### config.mk
export PLATFORM = sky130hd
export DESIGN_NAME = ysyx_24100005_mem_arbiter
export DESIGN_NICKNAME = d
export VERILOG_FILES = /design/src/rtl/ysyx_24100005_mem_arbiter.sv
export SDC_FILE = /design/constraint.sdc
export NUM_CORES = 1
export LEC_CHECK = 0
export CAP_MARGIN = 20
export CORE_MARGIN = 4
export CORE_UTILIZATION = 36
export DETAILED_ROUTE_END_ITERATION = 10
export PLACE_DENSITY = 0.8
export SYNTH_ARGS = -nofsm -noshare
export SYNTH_HDL_FRONTEND = slang
export SYNTH_SLANG_ARGS = --single-unit
### constraint.sdc
create_clock -name clk -period 1.5 [get_ports clk]
set_input_delay 0.3 -clock clk [delete_from_list [all_inputs] [get_ports clk]]
set_output_delay 0.3 -clock clk [all_outputs]
set_load 0.01 [all_outputs]
### src/rtl/ysyx_24100005_mem_arbiter.sv
// ysyx_24100005_mem_arbiter: serializes IFU/LSU requests onto one memory port (LSU has priority).
// Define ARB_TIMEOUT_EN to answer with an error after TIMEOUT silent response cycles.
module ysyx_24100005_mem_arbiter #(
   parameter int ADDR_W  = 32,
   parameter int DATA_W  = 32,
   parameter int TIMEOUT = 255
) (
   input  logic              clk,
   input  logic              rst,
   input  logic              ifu_req_valid,
   output logic              ifu_req_ready,
   input  logic [ADDR_W-1:0] ifu_addr,
   output logic              ifu_resp_valid,
   output logic [DATA_W-1:0] ifu_rdata,
   output logic              ifu_resp_err,
   input  logic              lsu_req_valid,
   output logic              lsu_req_ready,
   input  logic [ADDR_W-1:0] lsu_addr,
   input  logic              lsu_wen,
   input  logic [DATA_W-1:0] lsu_wdata,
   input  logic [7:0]        lsu_wmask,
   output logic              lsu_resp_valid,
   output logic [DATA_W-1:0] lsu_rdata,
   output logic              lsu_resp_err,
   output logic              mem_req_valid,
   input  logic              mem_req_ready,
   output logic [ADDR_W-1:0] mem_addr,
   output logic              mem_wen,
   output logic [DATA_W-1:0] mem_wdata,
   output logic [7:0]        mem_wmask,
   input  logic              mem_resp_valid,
   input  logic [DATA_W-1:0] mem_rdata,
   input  logic              mem_resp_err
);
   typedef enum logic [1:0] {IDLE, REQ, RESP} state_t;
   state_t state;
   logic owner;
   logic tmo;
   logic ifu_go;
   logic lsu_go;
   logic done;
   assign lsu_req_ready = state == IDLE;
   assign ifu_req_ready = state == IDLE && !lsu_req_valid;
   assign lsu_go = lsu_req_valid && lsu_req_ready;
   assign ifu_go = ifu_req_valid && ifu_req_ready;
   assign done = state == RESP && (mem_resp_valid || tmo);
`ifdef ARB_TIMEOUT_EN
   localparam int CW = $clog2(TIMEOUT + 1);
   logic [CW-1:0] cnt;
   assign tmo = state == RESP && cnt == CW'(TIMEOUT - 1);
   always_ff @(posedge clk or negedge rst) begin
      if (!rst) cnt <= '0;
      else cnt <= (state == RESP && !mem_resp_valid) ? cnt + 1'b1 : '0;
   end
`else
   logic unused_timeout;
   assign tmo = 1'b0;
   assign unused_timeout = |TIMEOUT;
`endif
   // The latched request fields drive the memory port directly, so they stay stable through REQ.
   always_ff @(posedge clk or negedge rst) begin
      if (!rst) begin
         state          <= IDLE;
         owner          <= 1'b0;
         mem_req_valid  <= 1'b0;
         mem_addr       <= '0;
         mem_wen        <= 1'b0;
         mem_wdata      <= '0;
         mem_wmask      <= '0;
         ifu_resp_valid <= 1'b0;
         ifu_rdata      <= '0;
         ifu_resp_err   <= 1'b0;
         lsu_resp_valid <= 1'b0;
         lsu_rdata      <= '0;
         lsu_resp_err   <= 1'b0;
      end else begin
         ifu_resp_valid <= 1'b0;
         lsu_resp_valid <= 1'b0;
         case (state)
            IDLE: if (lsu_go || ifu_go) begin
               state         <= REQ;
               owner         <= lsu_go;
               mem_req_valid <= 1'b1;
               mem_addr      <= lsu_go ? lsu_addr : ifu_addr;
               mem_wen       <= lsu_go && lsu_wen;
               mem_wdata     <= lsu_go ? lsu_wdata : '0;
               mem_wmask     <= lsu_go ? lsu_wmask : '0;
            end
            REQ: if (mem_req_ready) begin
               state         <= RESP;
               mem_req_valid <= 1'b0;
            end
            RESP: if (done) begin
               state <= IDLE;
               if (owner) begin
                  lsu_resp_valid <= 1'b1;
                  lsu_rdata      <= (mem_resp_valid && !mem_wen) ? mem_rdata : '0;
                  lsu_resp_err   <= !mem_resp_valid || mem_resp_err;
               end else begin
                  ifu_resp_valid <= 1'b1;
                  ifu_rdata      <= mem_resp_valid ? mem_rdata : '0;
                  ifu_resp_err   <= !mem_resp_valid || mem_resp_err;
               end
            end
            default: state <= IDLE;
         endcase
      end
   end
endmodule

==> impl_metrics.toml, run 1 <==
[power]
combPwrFrac_pct = 43.9
clkPwrFrac_pct = 21.7
power_density_nw_per_um2 = 1940
ir_worst_vdd_mv = 0.926
power_frac_seq_pct = 34.4
p_switching_mw = 6.39
internal-power_mw = 13.3
switching_share_pct = 32.5
p_leak_nw = 4.83

[worst_setup_path]
cp.arrival_ps = 1960
worstPathCellList = "buf_6, nand2b_4, nor3b_4, buf_6, buf_12, mux2_2"
worstReg2RegEnd = "ifu_rdata[11]"
start_kind = "register"
critPathMaxStageDelay_ps = 420
crit_type = "register to register"
r2r-start = "state[0]"
end_kind = "register"
cpMostUsedCell = "buf_6"
cp_slowest_cell = "dfrtp_1"
crit_start = "state[0]"
path_max_fanout = 9
cp.required_ps = 1800
r2r_cells = 6
rrSetupSlack_ps = -160

[layout]
fin_area_um2 = 10100
drive_gt1_share_pct = 24.4
syn_to_final_growth_pct = 74.5
finalNonFillerCells = 995
utilization_pct = 64.0
diodes = 0
fin_nets = 910

[floorplanning]
fp.dieW_um = 135
num_rows = 46
fp.dieH_um = 135
io_pins = 288
dieArea_um2 = 18200
core_um2 = 15800
initial_core_util_pct = 36.6

[placement]
gp_congestion = 0.799
hpwl_um = 13200
post_dp_cell_area_um2 = 9170
io_buffers = 287
place_worst_setup_slack_ps = -454
dp_cells = 939

[cts]
clk_path_buf_depth = 2
cts_tree = "built"
cts_made_buffers = 17
cts_root_buffer = "clkbuf_16"
clk_pin_slew_ps = 60
clkSinkCount = 145
htree_levels = 4
clk_latency_ps = 420

[detailed_routing]
dr_total_vias = 4803
first_pass_iters = 5
drcViolationCount = 0
routed_via_density = 4.83
final_antenna_net_count = 0
drtIter0Drc = 205
wl_um = 19500
post_drt_wl_per_cell_um = 19.6

[yosys]
synth.distinct_cells = 25
postSynthCellCount = 435
postSynthAreaPerCell_um2 = 13.3
synth.cell_area_um2 = 5800
seq_area_frac_synth_pct = 62.6
synth_seq_cells = 145
syn-num-nets = 579
yosys_warnings = 0

[global_routing]
track_usage_pct = 21.0
grt_antenna_before_repair = 0
grt_max_degree = 50
grt_pass1_vias = 5293
grt_pass1_wl_um = 29300
grt.overflow.total = 0

[status]
violations = "setup timing"
status = "complete, but fails checks"

[worst_hold_path]
hold_path_class = "input pin to asynchronous set/reset pin"

[timing]
slew_headroom_pct = 79.3
timing.final.crit_share_pct = 111
whs_ps = 315
setup_slack_ps = -162
worst_pin_slew_ps = 310
hold_violations = 0
fmax_mhz = 602
fin_crit_ps = 1660
rsz0062_at_grt = "yes"
setup_viol = 63
slew_viol_final = 0
clock_skew_ps = 6.72

[run]
maxCapViolCount = 0
cells in the final DEF, fill, tap and decap left out, types with 2 or more instances in the layout:
master,count
buf_16,4
buf_12,11
inv_1,5
a22o_1,41
nor2_1,4
clkbuf_8,4
buf_4,22
o22ai_1,2
clkinvlp_4,3
clkinv_4,2
o21ai_0,34
bufinv_16,2
mux2_2,63
clkbuf_1,4
dlygate4sd2_1,144
buf_8,4
dfrtp_1,144
buf_6,12
a221oi_1,2
nand2_1,64
clkbuf_16,21
mux2_4,31
clkdlybuf4s50_1,140
stage by stage:
step | total power [mW] | setup TNS [ps]
floorplan | 10.1 | -2720
CTS | 19.6 | -7220
global route | 20.7 | -9620
detailed placement | 15.4 | -45460
global placement | 15.1 | -41970
finish | 19.6 | -6120
worst max path at each step:
| stage | to | cells after the start |
|---|---|---|
| 2_1_floorplan | ifu_rdata[10] | 5 |
| 3_3_place_gp | ifu_req_ready | 4 |
| 3_5_place_dp | mem_addr[15] | 5 |
| 4_1_cts | ifu_req_ready | 2 |
| 5_1_grt | ifu_rdata[13] | 6 |
| 6_report | ifu_rdata[11] | 6 |
final cells by class:
| type | count | area [µm²] |
|---|---|---|
| fill | 1220 | 5710 |
| sequential | 145 | 3630 |
| multi-input combinational | 254 | 2140 |
| inverter | 5 | 18.8 |
| clock inverter | 7 | 100 |
| tap | 216 | 270 |
| clock buffer | 25 | 495 |
| timing repair buffer | 343 | 3470 |
worst max-delay path: cells and delay by family (launching register included):
kind                   cells  cell delay (ps)
buffers and inverters      3              420
DFF                        1              420
muxes                      1              340
and+or+nand+nor            2              350
layer usage:
metal / GRT usage (%) / share of wire, % / vias to the layer above
li1: - / - / 2198
met1: 23.8 / 39 / 2374
met2: 37.1 / 52 / 203
met3: 6.93 / 6.9 / 28
met4: 7.13 / 1.9 / 0
met5: 0 / 0 / -
sequential cells by signal, indices dropped and copies added, names as in the netlist:
name and cells:
ifu_rdata 32, ifu_resp_err 1, ifu_resp_valid 1, lsu_rdata 32, lsu_resp_err 1, lsu_resp_valid 1
mem_addr 32, mem_req_valid 1, mem_wdata 32, mem_wen 1, mem_wmask 8, owner 1
state 2
synth_stat cells:
cell	count	share of area (%)
a21o_1	1	0.13
a221oi_1	2	0.30
a22o_1	41	6.2
a2bb2oi_1	1	0.15
buf_1	1	0.065
buf_2	10	0.86
buf_6	4	0.78
clkbuf_1	16	1.0
dfrtp_1	145	63
inv_1	5	0.32
mux2_2	94	18
nand2_1	64	4.1
nand2b_1	1	0.11
nand2b_4	1	0.24
nand4b_1	1	0.15
nor2_1	4	0.26
nor2_4	1	0.19
nor2b_1	1	0.11
nor3_1	1	0.086
nor3_2	1	0.17
nor3b_4	1	0.32
o21ai_0	34	2.9
o21ai_2	1	0.15
o22ai_1	3	0.32
or3b_2	1	0.15
power groups by stage:
| stage | clock network [mW] | registers, mW | logic [mW] |
|---|---|---|---|
| after floorplan | 0 | 7.42 | 2.71 |
| after global placement | 0 | 6.71 | 8.43 |
| after detailed placement | 0 | 6.78 | 8.66 |
| after CTS | 4.32 | 6.72 | 8.59 |
| after global routing | 4.50 | 6.96 | 9.22 |
| final | 4.26 | 6.76 | 8.62 |
what timing repair did:
item | in CTS | in global routing
endpoints found under the setup margin | 238 | 98
pin swaps | 31 | 9
endpoints found under the hold margin | 25 | 0
gates resized for setup | 204 | 14
hold buffers | 1 | 0
buffers inserted | 11 | 6
gates cloned | 7 | 4
kinds of logic after synthesis:
group	share of synthesized area, %
simple gates	5.93
flops	62.6
mux	18.3
buf+inv	3.06
compound gates	10.2
Note: power is estimated with default switching activity, not from simulation.
==> run 2, diff against run 1 <==
--- a/config.mk
+++ b/config.mk
@@ -7,9 +7,11 @@
 export LEC_CHECK = 0
 export CAP_MARGIN = 20
 export CORE_MARGIN = 4
-export CORE_UTILIZATION = 36
+export CORE_UTILIZATION = 31
+export CTS_BUF_LIST = sky130_fd_sc_hd__clkbuf_4
 export DETAILED_ROUTE_END_ITERATION = 10
-export PLACE_DENSITY = 0.8
+export PLACE_DENSITY = 0.71
+export SLEW_MARGIN = 15
 export SYNTH_ARGS = -nofsm -noshare
 export SYNTH_HDL_FRONTEND = slang
 export SYNTH_SLANG_ARGS = --single-unit
==> run 2 against run 1 <==
  * The run still ends with setup timing left
  * Critical path type unchanged
  * Cell count is 5.7% higher
  * Combinational power is 9.6% higher
  * Highest routed layer unchanged
  * Sequential power hardly changed
==> impl_metrics.toml, run 2 (synthesis gave the netlist of run 1 again) <==
[worst_setup_path]
cp_slowest_cell = "dfrtp_2"
end_kind = "register"
cp.arrival_ps = 2150
path_depth = 5
r2r_cells = 5
rrSetupSlack_ps = -230
critPathTopFamily = "flip-flops"
worstPathCellList = "buf_6, nand2b_4, nor3b_4, buf_12, mux2_2"
cp.required_ps = 1920
start_kind = "register"
crit_start = "state[0]"
cp_num_buf_inv = 2
crit_type = "register to register"
crit_path_end = "ifu_resp_err"
r2r-start = "state[0]"
path_max_fanout = 23
worstReg2RegEnd = "ifu_resp_err"
critPathMaxStageDelay_ps = 470

[layout]
n_fill_cell = 1510
syn_to_final_growth_pct = 73.1
drive_gt1_share_pct = 52.4
fin_nets = 953
final_cell_mix = "143 x dfrtp_1, 141 x clkdlybuf4s50_1, 138 x buf_2, 75 x mux2_2, 48 x buf_4"
final_common_cell = "dfrtp_1"

[worst_hold_path]
hold_path_class = "input pin to asynchronous set/reset pin"

[timing]
slew_headroom_pct = 79.8
hold_violations = 0
rsz0062_at_grt = "yes"
slew_viol_final = 0
setup_slack_ps = -233
timing.final.crit_share_pct = 116
fin_crit_ps = 1730
clock_skew_ps = 17.2
setup_viol = 129
fmax_mhz = 577
worst_pin_slew_ps = 303

[cts]
clkSinkCount = 145
clk_pin_slew_ps = 120
cts_made_buffers = 17
htree_levels = 4
clk_latency_ps = 540
cts_tree = "built"
cts_root_buffer = "clkbuf_4"
clk_path_buf_depth = 2

[global_routing]
grt_antenna_before_repair = 1
track_usage_pct = 17.7
grt_pass1_wl_um = 28400
grt.overflow.total = 0
grt_pass1_vias = 5187
grt_max_degree = 53

[floorplanning]
core_um2 = 18200
initial_core_util_pct = 31.8
fp.dieH_um = 145
dieArea_um2 = 21000
io_pins = 288
num_rows = 49
fp.dieW_um = 145

[detailed_routing]
wl_um = 19500
post_drt_wl_per_cell_um = 18.5
drtIter0Drc = 153
drcViolationCount = 0
dr_total_vias = 4943
final_antenna_net_count = 0
first_pass_iters = 4
routed_via_density = 4.70

[placement]
place_worst_setup_slack_ps = -318
hpwl_um = 13300
gp_congestion = 0.783
io_buffers = 287

[status]
status = "complete, but fails checks"
violations = "setup timing"

[power]
power_density_nw_per_um2 = 1870
ir_worst_vdd_mv = 0.801
p_leak_nw = 4.78
p_total_mw = 18.8

[run]
maxCapViolCount = 0
==> run 2: changes by cell type in the layout (fill, tap and decap cells not counted), sizes merged <==
cell and delta:
buf +185, bufinv +1, clkbuf -6, clkdlybuf4s50 +1
clkinv +3, clkinvlp +1, diode +1, dlygate4sd2 -144
inv +2
==> run 2: layout make-up <==
| class | count | area [µm²] | share of cell area [%] |
|---|---|---|---|
| Inverter | 5 | 18.8 | 0.187 |
| Antenna cell | 1 | 2.50 | 0.0249 |
| Tap cell | 229 | 287 | 2.85 |
| Clock inverter | 14 | 163 | 1.62 |
| Clock buffer | 18 | 135 | 1.35 |
| Timing Repair Buffer | 386 | 3470 | 34.6 |
| Multi-Input combinational cell | 254 | 2330 | 23.2 |
| Sequential cell | 145 | 3630 | 36.2 |
==> run 2: how the worst min path moves through the flow <==
stage                     start       endpoint  slack, ps  cells after the start
final                       rst  lsu_rdata[10]        200                      2
after global routing        rst   ifu_rdata[9]        140                      2
after CTS                   rst  lsu_rdata[10]        140                      2
after detailed placement    rst  lsu_rdata[10]        200                      1
after global placement      rst  ifu_rdata[11]        200                      1
after floorplan             rst   ifu_rdata[0]          4                      0
==> run 2: timing repair <==
action	CTS	global route
hold endpoints to repair	145	0
pin swaps	49	38
gates resized for setup	660	100
hold buffers	1	0
endpoints found under the setup margin	236	147
buffers inserted	44	12
gates cloned	14	5
==> run 2: through the flow <==
step	util, %	std cells	TNS, ps	hold slack, ps	cell area (µm²)
6_report	55.1	1052	-11070	199	10000
5_1_grt	55.1	1052	-16790	143	10000
4_1_cts	52.9	1042	-12820	143	9640
3_5_place_dp	50.3	951	-30820	198	9160
3_3_place_gp	50.3	951	-23910	195	9160
2_1_floorplan	-	435	-2720	4.41	5800
==> run 2: power by group <==
part / total [mW] / switching (mW) / leakage, nW / internal, mW
clock: 2.59 / 1.42 / 0.148 / 1.17
sequential: 6.75 / 1.09 / 1.82 / 5.66
combinational: 9.45 / 4.06 / 2.81 / 5.40
total: 18.8 / 6.57 / 4.78 / 12.2
==> run 2: metal layers <==
metal  wire (µm)  share of wire (%)  global-route usage [%]  vias to the layer above
met1        7710                 40                    21.7                     2404
met5           0                  0                       0                        -
met2        9890                 51                    29.5                      211
li1            -                  -                       -                     2297
met4         358                1.8                    5.74                        0
met3        1500                7.7                    5.95                       31
